**config.mk**
```make
export PLATFORM = sky130hd
export DESIGN_NAME = uart_hex_reporter
export DESIGN_NICKNAME = d
export VERILOG_FILES = /design/src/rtl/uart_hex_reporter.sv
export SDC_FILE = /design/constraint.sdc
export NUM_CORES = 1
export LEC_CHECK = 0
export ABC_AREA = 1
export CAP_MARGIN = 25
export CORE_ASPECT_RATIO = 1.25
export CORE_MARGIN = 8
export CORE_UTILIZATION = 60
export CTS_CLUSTER_SIZE = 10
export DETAILED_ROUTE_END_ITERATION = 8
export DONT_BUFFER_PORTS = 1
export PLACE_DENSITY_LB_ADDON = 0.12
export SKIP_CTS_REPAIR_TIMING = 1
export SYNTH_ARGS = -nofsm -noshare
export SYNTH_HDL_FRONTEND = slang
export SYNTH_SLANG_ARGS = --single-unit
```
**constraint.sdc**
```tcl
create_clock -name clk -period 7.1 [get_ports clk]
set_clock_uncertainty 0.1 [all_clocks]
set_input_delay 0.71 -clock clk [delete_from_list [all_inputs] [get_ports clk]]
set_output_delay 0.71 -clock clk [all_outputs]
set_load 0.03 [all_outputs]
```
**src/rtl/uart_hex_reporter.sv**
```systemverilog
// Turns one captured (address, data) pair into an ASCII line "AAAAA:DD\r\n" and feeds it
// byte by byte to a uart_tx through the tx_start / tx_done_tick handshake.
module uart_hex_reporter #(
  parameter int ADDR_W = 20,
  parameter int DATA_W = 8
) (
  input  logic              clk,
  input  logic              reset,
  input  logic              req,
  input  logic [ADDR_W-1:0] req_addr,
  input  logic [DATA_W-1:0] req_data,
  output logic              busy,
  output logic              done_tick,
  output logic              tx_start,
  output logic [7:0]        tx_data,
  input  logic              tx_ready,
  input  logic              tx_done_tick
);

  localparam int ADDR_DIG = ADDR_W / 4;
  localparam int DATA_DIG = DATA_W / 4;
  localparam int N_BYTES  = ADDR_DIG + DATA_DIG + 3;
  localparam int IDX_W    = $clog2(N_BYTES);
  localparam logic [IDX_W-1:0] LAST_IDX = IDX_W'(N_BYTES - 1);

  typedef enum logic [1:0] {
    S_IDLE,
    S_ISSUE,
    S_WAIT
  } state_t;

  state_t              state_q, state_d;
  logic [IDX_W-1:0]    idx_q, idx_d;
  logic [ADDR_W-1:0]   addr_q, addr_d;
  logic [DATA_W-1:0]   data_q, data_d;
  logic [7:0]          tx_data_q, tx_data_d;
  logic                done_tick_q, done_tick_d;

  function automatic logic [7:0] hex_char(input logic [3:0] nib);
    return (nib < 4'd10) ? (8'h30 + {4'h0, nib}) : (8'h37 + {4'h0, nib});
  endfunction

  // Byte at position idx of the line: address digits, ':', data digits, CR, LF.
  function automatic logic [7:0] line_byte(input logic [IDX_W-1:0] idx,
                                           input logic [ADDR_W-1:0] a,
                                           input logic [DATA_W-1:0] d);
    int         pos;
    logic [7:0] ch;
    pos = int'(idx);
    if (pos < ADDR_DIG)
      ch = hex_char(4'(a >> (4 * (ADDR_DIG - 1 - pos))));
    else if (pos == ADDR_DIG)
      ch = 8'h3A;
    else if (pos <= ADDR_DIG + DATA_DIG)
      ch = hex_char(4'(d >> (4 * (ADDR_DIG + DATA_DIG - pos))));
    else if (pos == N_BYTES - 2)
      ch = 8'h0D;
    else
      ch = 8'h0A;
    return ch;
  endfunction

  always_comb begin
    state_d     = state_q;
    idx_d       = idx_q;
    addr_d      = addr_q;
    data_d      = data_q;
    tx_data_d   = tx_data_q;
    done_tick_d = 1'b0;
    case (state_q)
      S_IDLE: begin
        if (req) begin
          addr_d    = req_addr;
          data_d    = req_data;
          idx_d     = '0;
          tx_data_d = line_byte('0, req_addr, req_data);
          state_d   = S_ISSUE;
        end
      end
      S_ISSUE: begin
        if (tx_ready) state_d = S_WAIT;
      end
      S_WAIT: begin
        if (tx_done_tick) begin
          if (idx_q == LAST_IDX) begin
            state_d     = S_IDLE;
            done_tick_d = 1'b1;
          end else begin
            idx_d     = idx_q + IDX_W'(1);
            tx_data_d = line_byte(idx_q + IDX_W'(1), addr_q, data_q);
            state_d   = S_ISSUE;
          end
        end
      end
      default: state_d = S_IDLE;
    endcase
  end

  always_ff @(posedge clk) begin
    if (reset) begin
      state_q     <= S_IDLE;
      idx_q       <= '0;
      tx_data_q   <= 8'h00;
      done_tick_q <= 1'b0;
    end else begin
      state_q     <= state_d;
      idx_q       <= idx_d;
      tx_data_q   <= tx_data_d;
      done_tick_q <= done_tick_d;
    end
  end

  // Captured operands only matter while a line is in flight, so they carry no reset.
  always_ff @(posedge clk) begin
    addr_q <= addr_d;
    data_q <= data_d;
  end

  assign busy      = (state_q != S_IDLE);
  assign tx_start  = (state_q == S_ISSUE) && tx_ready;
  assign tx_data   = tx_data_q;
  assign done_tick = done_tick_q;

endmodule

```
==> results of run 1 <==
## cell usage in the layout, fill, tap and decap left out
cell type / count
o21ai_0: 13
dfxtp_1: 14
edfxtp_1: 28
clkinvlp_2: 1
clkinv_1: 2
nor3_2: 2
nand3_1: 23
a22o_1: 1
buf_4: 1
ha_1: 7
nor4_1: 1
clkinvlp_4: 1
inv_2: 2
o211ai_1: 3
nand2_2: 7
conb_1: 1
clkbuf_8: 5
nor2_2: 1
a21oi_1: 22
nor3_1: 2
or2_2: 1
inv_1: 29
nand4_1: 3
nor2_1: 17
a31oi_1: 1
nand3_2: 3
nand2_4: 4
nand2_1: 67
nand3b_1: 4
nor2_4: 4
a21oi_2: 2
a211oi_1: 4
## state kept, by name, summed over array words and instances, names as in the netlist
name and cells:
state_q 2, data_q 8, idx_q 4, tx_data 7, addr_q 20, done_tick 1
## cell type report
cell class | count | area share
well taps | 40 | 0.02062
multi-input cells | 193 | 0.4299
repair buffers | 1 | 0.003093
clock inverters | 3 | 0.006701
inverters | 32 | 0.04948
clock buffers | 5 | 0.02835
flip-flops and latches | 42 | 0.4619
## path summary, 6_finish.rpt
check / from / endpoint / slack (ps)
setup / recovery: idx_q[0] / tx_data[4] / 4000
hold / removal: reset / tx_data[4] / 380
setup reg to reg: idx_q[0] / tx_data[4] / 4000
hold reg to reg: idx_q[3] / idx_q[3] / 410
## power groups by stage
stage | combinational, mW | sequential, mW | clock, mW
final | 0.192 | 0.313 | 0.145
after global routing | 0.220 | 0.317 | 0.159
after CTS | 0.193 | 0.313 | 0.150
after detailed placement | 0.191 | 0.319 | 0
after global placement | 0.189 | 0.319 | 0
after floorplan | 0.165 | 0.314 | 0
## routing by layer
layer	wire (um)	GRT usage
met1	1818	0.1696
met2	2203	0.2666
met3	269	0.05018
met4	126	0.08007
met5	0	0
## worst max-delay path: cells and delay by family, from the launching register on
kind,cells,cell delay (ps)
and+or+nand+nor,10,820
DFF,1,720
buffers and inverters,3,670
AOI/OAI and AO/OA,1,50
adders and majority gates,2,630
## cells in the mapped netlist, types with 4 or more instances
master    number  area (sq um)
edfxtp_1      28         840.8
a21oi_1       22         110.1
nand3b_1       4         30.03
nor2_1        18         67.56
nor2_4         4         45.04
nand3_1       23         115.1
inv_1         29         108.9
o21ai_0       13         65.06
nand2_4        4         45.04
dfxtp_1       14         280.3
a211oi_1       4         30.03
nand2_2        7         43.79
nand2_1       67         251.5
ha_1           7         87.58
## metrics by stage
step | total power, mW | instance area [sq um] | setup slack, ps | util
global route | 0.6958 | 2427 | 3624 | 0.6467
CTS | 0.6560 | 2427 | 4004 | 0.6467
finish | 0.6503 | 2427 | 4001 | 0.6467
detailed placement | 0.5100 | 2342 | 4016 | 0.6240
floorplan | 0.4783 | 2326 | 4654 | -
global placement | 0.5074 | 2342 | 4137 | 0.6240
## cell families (layout without fill, tap and decap cells)
group,Yosys count,in the layout
AOI/OAI and AO/OA,46,46
adders and majority gates,7,7
buffers and inverters,38,41
DFF,42,42
other,1,1
and+or+nand+nor,139,139
==> metrics.md, run 1 <==
| Metric | Value |
|---|---|
| Detailed-route wire length | `4418 um` |
| Mux cell area share after synthesis | `0` |
| WP data required | `7190 ps` |
| Crit-path max FO | `18` |
| Post-synth EDFFs | `28` |
| Arr. time, crit path | `3190 ps` |
| WL/cell | `13.98 um` |
| Ant diodes | `0` |
| Initial core utilization | `0.6197` |
| Post-DP HPWL | `3408 um` |
| Die Y | `85.61 um` |
| Max stage delay on crit path | `720 ps` |
| Cell Pwr Density | `267.9 mW/mm^2` |
| Die X-Extent | `71.69 um` |
| Max-cap violations | `0` |
| Final Hold Fails | `0` |
| CTS tree | `done` |
| Main combinational cell family by area after synthesis | `simple AND/OR/NAND/NOR gates` |
| Post-synthesis sequential area ratio | `0.4820` |
| Outcome | `finished, final reports clean` |
| Syn Inst Count | `273` |
| First-pass GRT wire length | `7679 um` |
| Total clock sinks | `42` |
| Peak supply drop | `0.1738 mV` |
| Synth unique cells | `31` |
| Layout filler cell count | `341` |
| Mapped Avg Cell Area | `8.520 sq um` |
| Final slew viol count | `0` |
| Pre-antenna DRT Iters | `4` |
| Multi-input gate area | `0.001044 sq mm` |
| Final ANT Viol Nets | `0` |
| Gr ovfl total | `0` |
| Post-Synth Simple-Gate Area | `0.2964` |
| Seq pwr share | `0.481` |
| Setup crit start kind | `register` |
| Fmax | `322.7 MHz` |
| Worst R2R Path Depth | `16` |
| Synthesized cell area | `0.002326 sq mm` |
| Asr flop ratio synth | `0` |
| Clk network pwr share | `0.223` |
| CTS root buffer | `clkbuf_8` |
| Net Sw Frac | `0.3601` |
| Synth Warn # | `0` |
| CTS clk-pin slew, worst paths | `70 ps` |
| DRT iter0 DRCs | `97` |
| Avg Vias per Cell | `5.639` |
| CP dominant cell by count | `nand2_1` |
| Yosys reg bits | `42` |
| Crit share post-route | `0.4364` |
| Cells after DPL | `308` |
| Crit. End Element | `register` |
| Synth Area in XOR/XNOR | `0` |
| Combinational Power Share | `0.295` |
| Initial antenna violation count | `0` |
| Hold_ws | `376.6 ps` |
| Slew @ Worst Pin | `981.4 ps` |
| Non-Filler Instances | `316` |
| Via count | `1782` |
| Clock Latency Late Sink | `290 ps` |
| Final setup viols | `0` |
| Synth Area in Adders | `0.03765` |
| RSZ-0062 raised after global routing | `false` |
| Register area | `0.001121 sq mm` |
| Top Ports | `44` |
| Crit path cell chain | `inv_2, ha_1, inv_1, nand2_2, inv_1, nand2_1, nand2_1, nand3b_1, nand3b_1, ha_1, nand2_1, nand2_1, nand2_1, nand2_1, nand2_1, a21oi_1` |
| Nets | `315` |
| H-tree Lvls | `2` |
| Tmin final | `3099 ps` |
| Net Count, Synth | `313` |
| Lkg Pwr | `1.020 nW` |
| Internal Power | `0.4162 mW` |
| Vias in the first global route | `1787` |
| Post-synth top flop | `edfxtp_1` |
| Slew margin rel. | `0.3407` |
| Largest net degree at the start of global routing | `29` |
| Hold Crit Depth | `1` |
| GRT Overall Usage | `0.1570` |
| DIE AREA | `0.006137 sq mm` |
| CTS Buf Count | `5` |
| Port Buffers | `0` |
| Min-delay worst type | `input pin to register` |
| CTS Buffer Depth | `2` |
| Share of layout cells above drive strength 1 | `0.1232` |
| Drt drc | `0` |
| Final GP Congestion | `0.9075` |
| Highest-delay cell along the critical path | `dfxtp_1` |
| Core area | `0.003754 sq mm` |
| Compound-Gate Fraction of Synth Area | `0.1119` |
| Syn-to-layout area delta | `4.357%` |
| Setup TNS | `0 ps` |
| CP Class | `register to register` |
| Standard-cell row count | `25` |
| Switching power | `0.2342 mW` |
Power figures use the tool's default switching activity.
==> run 2, diff against run 1 <==
--- a/config.mk
+++ b/config.mk
@@ -5,11 +5,11 @@
 export SDC_FILE = /design/constraint.sdc
 export NUM_CORES = 1
 export LEC_CHECK = 0
-export ABC_AREA = 1
+export ABC_AREA = 0
 export CAP_MARGIN = 25
 export CORE_ASPECT_RATIO = 1.25
 export CORE_MARGIN = 8
-export CORE_UTILIZATION = 60
+export CORE_UTILIZATION = 57
 export CTS_CLUSTER_SIZE = 10
 export DETAILED_ROUTE_END_ITERATION = 8
 export DONT_BUFFER_PORTS = 1
==> constraint.sdc (replaced) <==
create_clock -name clk -period 2.6 [get_ports clk]
set_clock_uncertainty 0.1 [all_clocks]
set_input_delay 0.26 -clock clk [delete_from_list [all_inputs] [get_ports clk]]
set_output_delay 0.26 -clock clk [all_outputs]
set_load 0.03 [all_outputs]
==> metrics.md, run 2 <==
| Metric | Value |
|---|---|
| Clock Latency Late Sink | `300 ps (about the same)` |
| Crit-path max FO | `10 (-8)` |
| Post-synth EDFFs | `28 (unchanged)` |
| Avg Vias per Cell | `6.287 (+11%)` |
| Asr flop ratio synth | `0 (unchanged)` |
| Final GP Congestion | `0.9785 (+7.8%)` |
| Initial core utilization | `0.5980 (-0.02168)` |
| Share of the synthesized area in the top cell type | `0.3430 (-0.01845)` |
| Min-delay worst type | `input pin to register` |
| Worst r2r src | `idx_q[0]` |
| Synth unique cells | `67 (+120%)` |
| Peak supply drop | `0.4041 mV (+130%)` |
| Net Count, Synth | `274 (-12%)` |
| Synthesized cell area | `0.002451 sq mm (+5.4%)` |
| Cell Pwr Density | `474.5 mW/mm^2 (+77%)` |
| Lkg Pwr | `1.139 nW (+12%)` |
| Setup ws final | `71.05 ps (-3930 ps)` |
| Die Y | `89.32 um (+4.3%)` |
| Nets | `314 (-0.32%)` |
| Arr. time, crit path | `2680 ps (-510 ps)` |
| Synth top cells by count | `28 x edfxtp_1, 18 x a21oi_1, 17 x nor2_1` |
| Worst Min Path Start | `reset` |
| Final setup viols | `0 (unchanged)` |
| Post-synth top flop | `edfxtp_1` |
| Top Ports | `44 (unchanged)` |
| Syn-to-layout area delta | `26.44%` |
| WP data required | `2750 ps (-4440 ps)` |
| Synth Warn # | `0 (unchanged)` |
| Number of flip-flops under the largest register name | `20 (unchanged)` |
| Final core utilization | `0.7561 (+0.1094)` |
| GRT Overall Usage | `0.1773 (+0.02030)` |
| DRT iter0 DRCs | `242 (+150%)` |
| Setup TNS | `0 ps (unchanged)` |
| Synth area leader | `edfxtp_1` |
| Pre-antenna DRT Iters | `5 (+1)` |
| Fmax | `395.4 MHz (+23%)` |
| Final ANT Viol Nets | `0 (unchanged)` |
| Largest net degree at the start of global routing | `29 (unchanged)` |
| CTS tree | `done` |
| Post-synthesis sequential area ratio | `0.4574 (-0.02460)` |
| Ant diodes | `0 (unchanged)` |
| CTS clk-pin slew, worst paths | `90 ps (+20 ps)` |
| Most used standard cell by instance count after synthesis | `edfxtp_1` |
| CTS Buffer Depth | `2 (unchanged)` |
| Total clock sinks | `42 (unchanged)` |
| CP Class | `register to register` |
| Post-DP HPWL | `4261 um (+25%)` |
| Die X-Extent | `74.65 um (+4.1%)` |
| Gr ovfl total | `0 (unchanged)` |
| First-pass GRT wire length | `8976 um (+17%)` |
| Place WS | `-92.96 ps (-4109 ps)` |
| Hold_ws | `12.32 ps (-364.3 ps)` |
| Port Buffers | `0 (unchanged)` |
| H-tree Lvls | `2 (unchanged)` |
| Slew @ Worst Pin | `588.7 ps (-392.7 ps)` |
| Core area | `0.004099 sq mm (+9.2%)` |
| Total Power | `1.471 mW (+130%)` |
| Outcome | `finished, final reports clean` |
| Yosys reg bits | `42 (unchanged)` |
| Syn Inst Count | `234 (-14%)` |
| Standard-cell row count | `26 (+4.0%)` |
| CTS root buffer | `clkbuf_8` |
| DIE AREA | `0.006667 sq mm (+8.6%)` |
| Initial antenna violation count | `0 (unchanged)` |
| Slew margin rel. | `0.6034 (+0.2627)` |
| Setup crit start kind | `register` |
| WL/cell | `19.69 um (+41%)` |
| Tmin final | `2529 ps (-569.8 ps)` |
| Share of layout cells above drive strength 1 | `0.2291 (+0.1059)` |
| Drt drc | `0 (unchanged)` |
| Leading cell type in the layout, fill and taps excluded | `dlygate4sd3_1` |
| Setup crit start | `idx_q[0]` |
| Synth area leaders | `edfxtp_1 34%, dfxtp_1 11%, a21oi_1 3.7%` |
| Via count | `2081 (+17%)` |
| Commonest non-fill, non-tap cells in the layout | `29 x dlygate4sd3_1, 28 x edfxtp_1, 15 x a21oi_1, 15 x nor2_1, 15 x buf_4` |
| Final Hold Fails | `0 (unchanged)` |
| Final slew viol count | `0 (unchanged)` |
| CTS Buf Count | `5 (unchanged)` |
| Crit. End Element | `register` |
| Detailed-route wire length | `6519 um (+48%)` |
| Crit share post-route | `0.9727 (+0.5362)` |
| Max-cap violations | `0 (unchanged)` |
| Mapped Avg Cell Area | `10.47 sq um (+23%)` |
| Largest Register | `addr_q` |
| Vias in the first global route | `1855 (+3.8%)` |
-- run 2: kinds of logic after synthesis --
group / Yosys count / synth area share
and+or+nand+nor: 74 / 0.1756
AOI/OAI and AO/OA: 64 / 0.1879
DFF: 42 / 0.4574
buffers and inverters: 29 / 0.05360
muxes: 12 / 0.06738
adders and majority gates: 7 / 0.03573
xor gates and xnor gates: 5 / 0.02093
other: 1 / 0.001530
-- run 2: final timing paths --
check	to	cells past startpoint	slack, ps
max	tx_data[6]	11	70
min	tx_data[2]	2	10
max reg2reg	tx_data[6]	11	70
min reg2reg	state_q[0]	2	480
-- run 2: stage by stage --
step,std cells,cell area (sq um)
after floorplan,234,2534
after global placement,288,2613
after detailed placement,288,2613
after CTS,296,2695
after global routing,331,3099
final,331,3099
-- run 2: cell type report --
type,instances,area [sq um]
Multi-Input combinational cell,163,1306
Clock buffer,7,76.32
Tap cell,56,70.07
Fill cell,271,999.7
Clock inverter,1,6.256
Inverter,16,65.06
Sequential cell,42,1127
Timing Repair Buffer,46,447.9
-- run 2: power breakdown --
| part | switching [mW] | internal, mW | leakage [nW] |
|---|---|---|---|
| clock network | 0.231 | 0.191 | 0.0428 |
| registers | 0.0542 | 0.765 | 0.384 |
| logic | 0.121 | 0.108 | 0.712 |
| total | 0.406 | 1.06 | 1.14 |
-- run 2: routing by layer --
| layer | up-vias | part of all wire | global-route usage |
|---|---|---|---|
| li1 | 963 | - | - |
| met1 | 1003 | 0.38 | 0.2061 |
| met2 | 93 | 0.52 | 0.2939 |
| met3 | 22 | 0.077 | 0.05275 |
| met4 | 0 | 0.028 | 0.07500 |
| met5 | - | 0 | 0 |
-- run 2: critical path: stages, from the launching register on --
cell      delay (ps)
dfxtp_4          390
buf_12           150
inv_4             40
ha_4             270
nand3b_1         250
mux2i_2          280
a22o_1           200
nand2_2           80
ha_4             190
nand3b_1         160
a21oi_2          160
o221a_1          190
